[config.mk]
export PLATFORM = sky130hd
export DESIGN_NAME = cpu_control_unit_flat
export DESIGN_NICKNAME = d
export VERILOG_FILES = /design/src/rtl/cpu_pkg.sv /design/src/rtl/cpu_control_unit_if.sv /design/src/rtl/regfile_4x8.sv /design/src/rtl/cpu_control_unit.sv /design/src/flat_wrapper.sv
export SDC_FILE = /design/constraint.sdc
export NUM_CORES = 1
export LEC_CHECK = 0
export ABC_AREA = 1
export BUFFER_PORTS_ARGS = -buffer_cell sky130_fd_sc_hd__buf_2
export CAP_MARGIN = 15
export CORE_UTILIZATION = 57
export DETAILED_ROUTE_END_ITERATION = 10
export GPL_TIMING_DRIVEN = 0
export PLACE_DENSITY_LB_ADDON = 0.3
export SYNTH_ARGS = -nofsm -noshare
export SYNTH_HDL_FRONTEND = slang
export SYNTH_SLANG_ARGS = --single-unit
[constraint.sdc]
create_clock -name clk -period 3.19 [get_ports clk]
set_input_delay 0.4785 -clock clk [delete_from_list [all_inputs] [get_ports clk]]
set_output_delay 0.4785 -clock clk [all_outputs]
set_load 0.1 [all_outputs]
[src/rtl/cpu_pkg.sv]
// Shared definitions for the CPU control unit: instruction fields, opcodes,
// ALU opcodes and FSM state encoding.
package cpu_pkg;

  localparam int unsigned INSTR_W  = 16;
  localparam int unsigned OP_MSB   = 15;
  localparam int unsigned OP_LSB   = 12;
  localparam int unsigned RD_MSB   = 11;
  localparam int unsigned RD_LSB   = 10;
  localparam int unsigned RS_MSB   = 9;
  localparam int unsigned RS_LSB   = 8;
  localparam int unsigned IMM_MSB  = 7;
  localparam int unsigned IMM_LSB  = 0;
  localparam int unsigned REG_AW   = 2;
  localparam int unsigned NUM_REGS = 4;

  localparam logic [3:0] ALU_ADD = 4'b0000;
  localparam logic [3:0] ALU_SUB = 4'b0001;

  // Arithmetic instruction opcodes coincide with the ALU opcodes they drive
  localparam logic [3:0] OP_ADD  = ALU_ADD;
  localparam logic [3:0] OP_SUB  = ALU_SUB;
  localparam logic [3:0] OP_LDI  = 4'h2;
  localparam logic [3:0] OP_JZ   = 4'h3;
  localparam logic [3:0] OP_JMP  = 4'h4;
  localparam logic [3:0] OP_OUT  = 4'h5;
  localparam logic [3:0] OP_HALT = 4'hF;

  typedef enum logic [2:0] {
    ST_FETCH  = 3'd0,
    ST_DECODE = 3'd1,
    ST_EXEC   = 3'd2,
    ST_WB     = 3'd3,
    ST_HALT   = 3'd4
  } state_t;

  function automatic logic is_alu_op(input logic [3:0] op);
    return (op == OP_ADD) || (op == OP_SUB);
  endfunction

endpackage

[src/rtl/cpu_control_unit_if.sv]
// Bus bundle between the control unit and its ROM, ALU and board top level.
interface cpu_control_unit_if
  import cpu_pkg::*;
#(
  parameter int unsigned PC_W   = 8,
  parameter int unsigned DATA_W = 8
);
  logic               run;
  logic [PC_W-1:0]    rom_addr;
  logic [INSTR_W-1:0] rom_data;
  logic               alu_enable;
  logic [3:0]         alu_opcode;
  logic [DATA_W-1:0]  alu_op1;
  logic [DATA_W-1:0]  alu_op2;
  logic [DATA_W-1:0]  alu_result;
  logic               alu_zero;
  logic               alu_carry;
  logic [DATA_W-1:0]  out_data;
  logic               out_valid;
  logic               halted;

  modport master (
    input  run, rom_data, alu_result, alu_zero, alu_carry,
    output rom_addr, alu_enable, alu_opcode, alu_op1, alu_op2,
           out_data, out_valid, halted
  );

  modport slave (
    output run, rom_data, alu_result, alu_zero, alu_carry,
    input  rom_addr, alu_enable, alu_opcode, alu_op1, alu_op2,
           out_data, out_valid, halted
  );
endinterface

[src/rtl/regfile_4x8.sv]
// Four-entry register file: two asynchronous read ports, one synchronous
// write port, asynchronous clear.
module regfile_4x8
  import cpu_pkg::*;
#(
  parameter int unsigned DATA_W = 8
) (
  input  logic              i_clk,
  input  logic              i_rst,
  input  logic [REG_AW-1:0] i_raddr_a,
  output logic [DATA_W-1:0] o_rdata_a,
  input  logic [REG_AW-1:0] i_raddr_b,
  output logic [DATA_W-1:0] o_rdata_b,
  input  logic              i_we,
  input  logic [REG_AW-1:0] i_waddr,
  input  logic [DATA_W-1:0] i_wdata
);

  logic [DATA_W-1:0] r_regs [NUM_REGS];

  always_ff @(posedge i_clk or posedge i_rst) begin
    if (i_rst) begin
      for (int i = 0; i < int'(NUM_REGS); i++) r_regs[i] <= '0;
    end else if (i_we) begin
      r_regs[i_waddr] <= i_wdata;
    end
  end

  assign o_rdata_a = r_regs[i_raddr_a];
  assign o_rdata_b = r_regs[i_raddr_b];

endmodule

[src/rtl/cpu_control_unit.sv]
// Fetch/decode/sequence controller feeding an 8-bit ALU: owns PC, IR, flags
// and the FSM; registers live in regfile_4x8.
module cpu_control_unit
  import cpu_pkg::*;
#(
  parameter int unsigned PC_W   = 8,
  parameter int unsigned DATA_W = 8
) (
  input  logic               clk,
  input  logic               reset,
  cpu_control_unit_if.master bus
);

  state_t             r_state, w_state_nxt;
  logic [PC_W-1:0]    r_pc, w_pc_nxt, w_pc_inc;
  logic [INSTR_W-1:0] r_ir, w_ir_nxt;
  logic               r_z, w_z_nxt;
  logic               r_c, w_c_nxt;
  logic [3:0]         r_alu_opcode, w_alu_opcode_nxt;
  logic [DATA_W-1:0]  r_alu_op1, w_alu_op1_nxt;
  logic [DATA_W-1:0]  r_alu_op2, w_alu_op2_nxt;
  logic               r_alu_enable, w_alu_enable_nxt;
  logic [DATA_W-1:0]  r_out_data, w_out_data_nxt;
  logic               r_out_valid, w_out_valid_nxt;
  logic               r_halted, w_halted_nxt;

  logic [3:0]         w_op;
  logic [REG_AW-1:0]  w_rd, w_rs;
  logic [7:0]         w_imm;
  logic [DATA_W-1:0]  w_rd_data, w_rs_data;
  logic               w_rf_we;
  logic [DATA_W-1:0]  w_rf_wdata;

  assign w_op     = r_ir[OP_MSB:OP_LSB];
  assign w_rd     = r_ir[RD_MSB:RD_LSB];
  assign w_rs     = r_ir[RS_MSB:RS_LSB];
  assign w_imm    = r_ir[IMM_MSB:IMM_LSB];
  assign w_pc_inc = r_pc + PC_W'(1);

  regfile_4x8 #(.DATA_W(DATA_W)) u_regfile (
    .i_clk     (clk),
    .i_rst     (reset),
    .i_raddr_a (w_rd),
    .o_rdata_a (w_rd_data),
    .i_raddr_b (w_rs),
    .o_rdata_b (w_rs_data),
    .i_we      (w_rf_we),
    .i_waddr   (w_rd),
    .i_wdata   (w_rf_wdata)
  );

  always_ff @(posedge clk or posedge reset) begin
    if (reset) r_state <= ST_FETCH;
    else       r_state <= w_state_nxt;
  end

  always_ff @(posedge clk or posedge reset) begin
    if (reset) begin
      r_pc         <= '0;
      r_ir         <= '0;
      r_z          <= 1'b0;
      r_c          <= 1'b0;
      r_alu_opcode <= '0;
      r_alu_op1    <= '0;
      r_alu_op2    <= '0;
      r_alu_enable <= 1'b0;
      r_out_data   <= '0;
      r_out_valid  <= 1'b0;
      r_halted     <= 1'b0;
    end else begin
      r_pc         <= w_pc_nxt;
      r_ir         <= w_ir_nxt;
      r_z          <= w_z_nxt;
      r_c          <= w_c_nxt;
      r_alu_opcode <= w_alu_opcode_nxt;
      r_alu_op1    <= w_alu_op1_nxt;
      r_alu_op2    <= w_alu_op2_nxt;
      r_alu_enable <= w_alu_enable_nxt;
      r_out_data   <= w_out_data_nxt;
      r_out_valid  <= w_out_valid_nxt;
      r_halted     <= w_halted_nxt;
    end
  end

  // Next-state and next-value logic; pulses (enable, valid) default low
  always_comb begin
    w_state_nxt      = r_state;
    w_pc_nxt         = r_pc;
    w_ir_nxt         = r_ir;
    w_z_nxt          = r_z;
    w_c_nxt          = r_c;
    w_alu_opcode_nxt = r_alu_opcode;
    w_alu_op1_nxt    = r_alu_op1;
    w_alu_op2_nxt    = r_alu_op2;
    w_alu_enable_nxt = 1'b0;
    w_out_data_nxt   = r_out_data;
    w_out_valid_nxt  = 1'b0;
    w_halted_nxt     = 1'b0;
    w_rf_we          = 1'b0;
    w_rf_wdata       = DATA_W'(w_imm);

    case (r_state)
      ST_FETCH: begin
        if (bus.run) begin
          w_ir_nxt    = bus.rom_data;
          w_state_nxt = ST_DECODE;
        end
      end
      ST_DECODE: begin
        w_alu_opcode_nxt = w_op;
        w_alu_op1_nxt    = w_rd_data;
        w_alu_op2_nxt    = w_rs_data;
        w_alu_enable_nxt = is_alu_op(w_op);
        w_state_nxt      = ST_EXEC;
      end
      ST_EXEC: begin
        w_state_nxt = ST_FETCH;
        case (w_op)
          OP_ADD, OP_SUB: w_state_nxt = ST_WB;
          OP_LDI: begin
            w_rf_we  = 1'b1;
            w_pc_nxt = w_pc_inc;
          end
          OP_JZ:  w_pc_nxt = r_z ? PC_W'(w_imm) : w_pc_inc;
          OP_JMP: w_pc_nxt = PC_W'(w_imm);
          OP_OUT: begin
            w_out_data_nxt  = w_rd_data;
            w_out_valid_nxt = 1'b1;
            w_pc_nxt        = w_pc_inc;
          end
          OP_HALT: begin
            w_state_nxt  = ST_HALT;
            w_halted_nxt = 1'b1;
          end
          default: w_pc_nxt = w_pc_inc;
        endcase
      end
      ST_WB: begin
        w_rf_we     = 1'b1;
        w_rf_wdata  = bus.alu_result;
        w_z_nxt     = bus.alu_zero;
        w_c_nxt     = bus.alu_carry;
        w_pc_nxt    = w_pc_inc;
        w_state_nxt = ST_FETCH;
      end
      ST_HALT: w_halted_nxt = 1'b1;
      default: w_state_nxt = ST_FETCH;
    endcase
  end

  assign bus.rom_addr   = r_pc;
  assign bus.alu_enable = r_alu_enable;
  assign bus.alu_opcode = r_alu_opcode;
  assign bus.alu_op1    = r_alu_op1;
  assign bus.alu_op2    = r_alu_op2;
  assign bus.out_data   = r_out_data;
  assign bus.out_valid  = r_out_valid;
  assign bus.halted     = r_halted;

endmodule

[src/flat_wrapper.sv]
// flat-port wrapper written by rule: the top's interface ports become plain ports
module cpu_control_unit_flat import cpu_pkg::*;
#(
  parameter int unsigned PC_W   = 8,
  parameter int unsigned DATA_W = 8
)
  (clk, reset, bus_run, bus_rom_data, bus_alu_result, bus_alu_zero, bus_alu_carry, bus_rom_addr, bus_alu_enable, bus_alu_opcode, bus_alu_op1, bus_alu_op2, bus_out_data, bus_out_valid, bus_halted);
  cpu_control_unit_if #(.PC_W(PC_W), .DATA_W(DATA_W)) bus_i ();
  input  logic clk;
  input  logic reset;
  input wire logic [$bits(bus_i.run)-1:0] bus_run;
  input wire logic [$bits(bus_i.rom_data)-1:0] bus_rom_data;
  input wire logic [$bits(bus_i.alu_result)-1:0] bus_alu_result;
  input wire logic [$bits(bus_i.alu_zero)-1:0] bus_alu_zero;
  input wire logic [$bits(bus_i.alu_carry)-1:0] bus_alu_carry;
  output wire logic [$bits(bus_i.rom_addr)-1:0] bus_rom_addr;
  output wire logic [$bits(bus_i.alu_enable)-1:0] bus_alu_enable;
  output wire logic [$bits(bus_i.alu_opcode)-1:0] bus_alu_opcode;
  output wire logic [$bits(bus_i.alu_op1)-1:0] bus_alu_op1;
  output wire logic [$bits(bus_i.alu_op2)-1:0] bus_alu_op2;
  output wire logic [$bits(bus_i.out_data)-1:0] bus_out_data;
  output wire logic [$bits(bus_i.out_valid)-1:0] bus_out_valid;
  output wire logic [$bits(bus_i.halted)-1:0] bus_halted;
  assign bus_i.run = bus_run;
  assign bus_i.rom_data = bus_rom_data;
  assign bus_i.alu_result = bus_alu_result;
  assign bus_i.alu_zero = bus_alu_zero;
  assign bus_i.alu_carry = bus_alu_carry;
  assign bus_rom_addr = bus_i.rom_addr;
  assign bus_alu_enable = bus_i.alu_enable;
  assign bus_alu_opcode = bus_i.alu_opcode;
  assign bus_alu_op1 = bus_i.alu_op1;
  assign bus_alu_op2 = bus_i.alu_op2;
  assign bus_out_data = bus_i.out_data;
  assign bus_out_valid = bus_i.out_valid;
  assign bus_halted = bus_i.halted;
  cpu_control_unit #(.PC_W(PC_W), .DATA_W(DATA_W)) u_core (.clk(clk), .reset(reset), .bus(bus_i));
endmodule
### After elaboration in Yosys (flattened, before gate mapping)

Cells that the tools add are included.

| storage, ports and cells | value |
|---|---|
| word-level logic and storage cells | 68 |
| flip-flop bits (word level) | 91 |
| input port bits | 29 |
| output and inout bits | 39 |

| cells by class | value |
|---|---|
| add/subtract/negate cells | 1 |
| reduce and logical (&&, ||, !) cells | 11 |
| $lt $le $gt $ge | 3 |
| equal/unequal tests | 12 |
| bitwise operators | 3 |
| muxes and demuxes | 23 |

Operators by type and width:

| cell | count |
|---|---|
| $mux W8 | 7 |
| $bmux W8 S2 | 2 |
| $bwmux W32 | 1 |
| $pmux W8 S3 | 1 |
| $demux W8 S2 | 1 |
| $pmux W8 S2 | 1 |
| $pmux W3 S4 | 1 |
| $add A8 B1 Y8 const B | 1 |
| $eq A4 B2 Y1 const B | 2 |
| $eq A4 B3 Y1 const B | 2 |
| $reduce_and A2 Y1 | 4 |
| $eq A3 B2 Y1 const B | 2 |
| $ge A3 B3 Y1 const B | 2 |
| $not A2 Y3 | 2 |
| $pmux W3 S2 | 1 |
| $mux W1 | 5 |
| $eq A4 B1 Y1 const B | 1 |
| $eq A4 B4 Y1 const B | 1 |
| $logic_not A4 Y1 | 1 |
| $ne A2 B2 Y1 const B | 2 |
| $pmux W1 S2 | 2 |
| $eq A3 B1 Y1 const B | 1 |
| $eq A3 B3 Y1 const B | 1 |
| $logic_not A3 Y1 | 1 |
| 8 further kinds | 8 |

### Longest topological paths before layout

| depth | value |
|---|---|
| depth after elaboration | 6 |
| gate-level depth with buffers | 9 |

### Hierarchy

A second synthesis with hierarchy kept.

| unflattened totals | value |
|---|---|
| cell total of the unflattened synthesis | 620 |
| area total of the unflattened synthesis | 4,888.4 um^2 |

Modules (own cells, without submodules):

| module | area each (um^2) | cells an instance | times used |
|---|---|---|---|
| cpu_control_unit | 2,831.5 | 322 | 1 |
| regfile_4x8 | 2,057.0 | 298 | 1 |

### Worst setup path before layout

OpenSTA, ideal clock, no wires.

| path | value |
|---|---|
| path kind | register -> register |
| start point | register u_core.r_pc[0] (netlist: u_core.bus.rom_addr[0]) |
| end point | register u_core.r_pc[4] (netlist: u_core.bus.rom_addr[4]) |
| buffers on the path | 0 |
| period minus slack after synthesis | 1,923 ps |
| arrival time | 1,802 ps |
| slack | 1,267 ps |
| required time | 3,069 ps |
| stages on the path, launching flop included | 7 |
| cell sequence | dfrtp_1 ha_1 nand2_1 nor2_1 xor2_1 a21oi_1 nor2_1 |

| between the ends | value |
|---|---|
| longest elaborated chain between the ends | 4 |

Ends and longest elaborated chain:

| what | line | source |
|---|---|---|
| start, declared | cpu_control_unit.sv:15 | `logic [PC_W-1:0] r_pc, w_pc_nxt, w_pc_inc;` |
| start signal, assigned | cpu_control_unit.sv:71 | `r_pc <= w_pc_nxt;` |
| $add A8 B1 Y8 * | cpu_control_unit.sv:38 | `assign w_pc_inc = r_pc + PC_W'(1);` |
| $mux W8 | cpu_control_unit.sv:124 | `OP_JZ: w_pc_nxt = r_z ? PC_W'(w_imm) : w_pc_inc;` |
| $pmux W8 S3 | cpu_control_unit.sv:118 | `case (w_op)` |
| $pmux W8 S2 * | cpu_control_unit.sv:102 | `case (r_state)` |

Every way passes the cells marked *; elsewhere a longest branch is shown, timed or not.
A chain may end at the register's enable or synchronous reset.

### Worst setup path after layout

| path | value |
|---|---|
| start point | register u_core.r_pc[0] (netlist: u_core.bus.rom_addr[0]) |
| end point | output bus_rom_addr[0] |

RTL lines:

| what | line | source |
|---|---|---|
| end, declared | flat_wrapper.sv:16 | `output wire logic [$bits(bus_i.rom_addr)-1:0] bus_rom_addr;` |

No word-level cell between the ends.

==> run summary <==
status - completed
# resized after CTS - 0
Worst slew margin - 65.2%
Tightest Hold Check Type - primary input to async pin
CTS buffer count - 9
critical path fanouts, max - 6
crit path launch type - register
final number of hold-violating endpoints - 0
Main synth FF type - dfrtp_1
Total GRT Usage - 28.8%
FF-to-FF path depth - 6
Setup Skew - 0.00927 ns
worst skew pair latency - 0.37 ns
Final period util - 55.7%
asr flop ratio synth - 100%
Synth Instances - 547
number of nets with antenna violations after routing - 0
grt ovf - 0
clk buf depth - 2
critical path's top delay family - buffers and inverters
setup_tns - 0 ns
die height - 90.3 µm
DIE WIDTH - 90.3 µm
drt drc - 0
CP arrival - 1.30 ns
Post-synth EDFFs - 0
Final #Nets - 655
Synth cell types - 33
dominant cell by count in the synthesized netlist - nand2_1
actual slew at the worst max-slew pin - 0.522 ns
final WL - 11,000 µm
CTS HTree Levels - 3
share of cells above drive strength 1 - 21.4%
CTS tree - yes
area growth from synthesis to layout - 15.1%
cts hold-fix bufs - 0
max_cap viols - 0
slowest stage delay, CP - 0.47 ns
Required @ worst endpoint - 2.71 ns
clock root buffer - clkbuf_8
reg-to-reg setup timing slack - 1.55 ns
vias in the first global route - 3,931
fmax - 563 MHz
syn nets - 577
top cells by area, synth - dfrtp_1 51%, nand2_1 15%, o21ai_0 5.0%
Ys Warns - 0
final setup violation count - 0
CTS sink count - 91
postcts setup bufs - 0
worst setup path startpoint - u_core.bus.rom_addr[0]
post-synthesis cell area - 4440 µm²
largest net degree at the start of global routing - 51
Max Transition Viols Final - 0
drt first pass iters - 6
RSZ-0062 raised after global routing - false
Initial Util - 60.0%
minimum clock period - 1.78 ns
CP Capture Type - output port
first-pass GRT wire length - 18,400 µm
mean post-synth cell area - 8.12 µm²
WP buf/inv - 1
Reg2Reg Capture Point - u_core.bus.alu_op2[1]
total die area - 8150 µm²
CP max stage cell - buf_2
Site Rows - 31
Critical Path Stages - 1
Iteration-0 DRC Markers - 362
initial antenna violation count - 0
# diodes - 0
Post-DP HPWL - 7990 µm
CP Cell Sequence - buf_2
port bufs - 66
Yosys top cell by area - dfrtp_1
Core Region - 7410 µm²
Via Count - 4,052
CP Class - register to output port
Seq cells post-synth - 91
Seq/Total Area, Yosys - 51.2%
gpl congestion - 0.920
Worst-path clk slew - 0.10 ns
vias per inst - 5.56
synth cell count leaders - 182 x nand2_1, 91 x dfrtp_1, 52 x nor2_1, 44 x o21ai_0, 43 x inv_1
reg2reg start - u_core.r_ir[8]
area share of the largest cell type after synthesis - 51.2%
fin util - 69.0%
wire per inst - 15.0 µm
fillers - 638
Setup crit end - bus_rom_addr[0]
# IOs - 68
[worst min path at each step]
stage                                     start                     endpoint  depth (start not counted)
CTS                                       reset              u_core.r_ir[13]                          2
floorplan           u_core.u_regfile.r_regs[24]  u_core.u_regfile.r_regs[24]                          2
global placement          u_core.bus.alu_op1[6]        u_core.bus.alu_op1[6]                          2
finish                                    reset              u_core.r_ir[13]                          2
detailed placement        u_core.bus.alu_op1[2]        u_core.bus.alu_op1[2]                          2
global route                              reset              u_core.r_ir[13]                          2
[per-stage QoR]
| stage | hold slack (ns) | area [µm²] | setup slack (ns) | cells |
|---|---|---|---|---|
| 2_1_floorplan | 0.458 | 4440 | 0.348 | 547 |
| 3_3_place_gp | 0.458 | 4900 | -0.612 | 712 |
| 3_5_place_dp | 0.461 | 4930 | 1.62 | 713 |
| 4_1_cts | 0.168 | 5110 | 1.39 | 729 |
| 5_1_grt | 0.202 | 5110 | 1.34 | 729 |
| 6_report | 0.143 | 5110 | 1.41 | 729 |
[per-layer routing]
layer | track usage, % | routed length, µm
met1 | 39.9 | 4740
met2 | 44.9 | 5160
met3 | 3.79 | 764
met4 | 14.4 | 306
met5 | 0 | 0
[logic make-up (layout without fill, tap and decap cells)]
group | count (synthesis) | in the layout | synth area share, %
buffers and inverters | 66 | 149 | 6.76
XOR/XNOR | 3 | 3 | 0.591
flip-flops | 91 | 91 | 51.2
AND/OR/NAND/NOR | 272 | 272 | 26.0
adder cells (fa/ha/maj) | 1 | 1 | 0.281
AO/OA/AOI/OAI | 114 | 114 | 15.1
[final cells by class]
| class | count | area (µm²) | area share [%] |
|---|---|---|---|
| inverters | 50 | 190 | 3.72 |
| flip-flops and latches | 91 | 2280 | 44.5 |
| well taps | 99 | 124 | 2.42 |
| repair buffers | 67 | 358 | 7.00 |
| clock inverters | 6 | 47.5 | 0.930 |
| multi-input cells | 390 | 1870 | 36.5 |
| clock buffers | 10 | 138 | 2.69 |
| plain buffers | 16 | 113 | 2.20 |
[layout by cell type (no fill, tap or decap), types with 3 or more instances in the layout]
master,count
nand2_1,182
dfrtp_1,91
buf_2,74
nor2_1,52
o21ai_0,44
inv_1,42
a21oi_1,26
o21ai_1,16
nand3_1,14
clkbuf_8,10
o21ai_2,8
o22ai_1,8
inv_2,7
nor2_2,7
nor2_4,4
nand2_2,4
o2111ai_1,4
nand4_1,4
buf_6,3
a21oi_4,3
clkbuf_1,3
xor2_1,3
inv_6,3
[registers in the layout (all words and copies together), names as in the netlist]
signal	count
u_core.u_regfile.r_regs	32
u_core.r_ir	16
u_core.bus.alu_op1	8
u_core.bus.alu_op2	8
u_core.bus.out_data	8
u_core.bus.rom_addr	8
u_core.bus.alu_opcode	4
u_core.r_state	3
u_core.bus.alu_enable	1
u_core.bus.halted	1
u_core.bus.out_valid	1
u_core.r_z	1
Power is left out: the tool's default activity adds up to more than one toggle a clock period on the data nets, which glitch-free logic cannot reach.
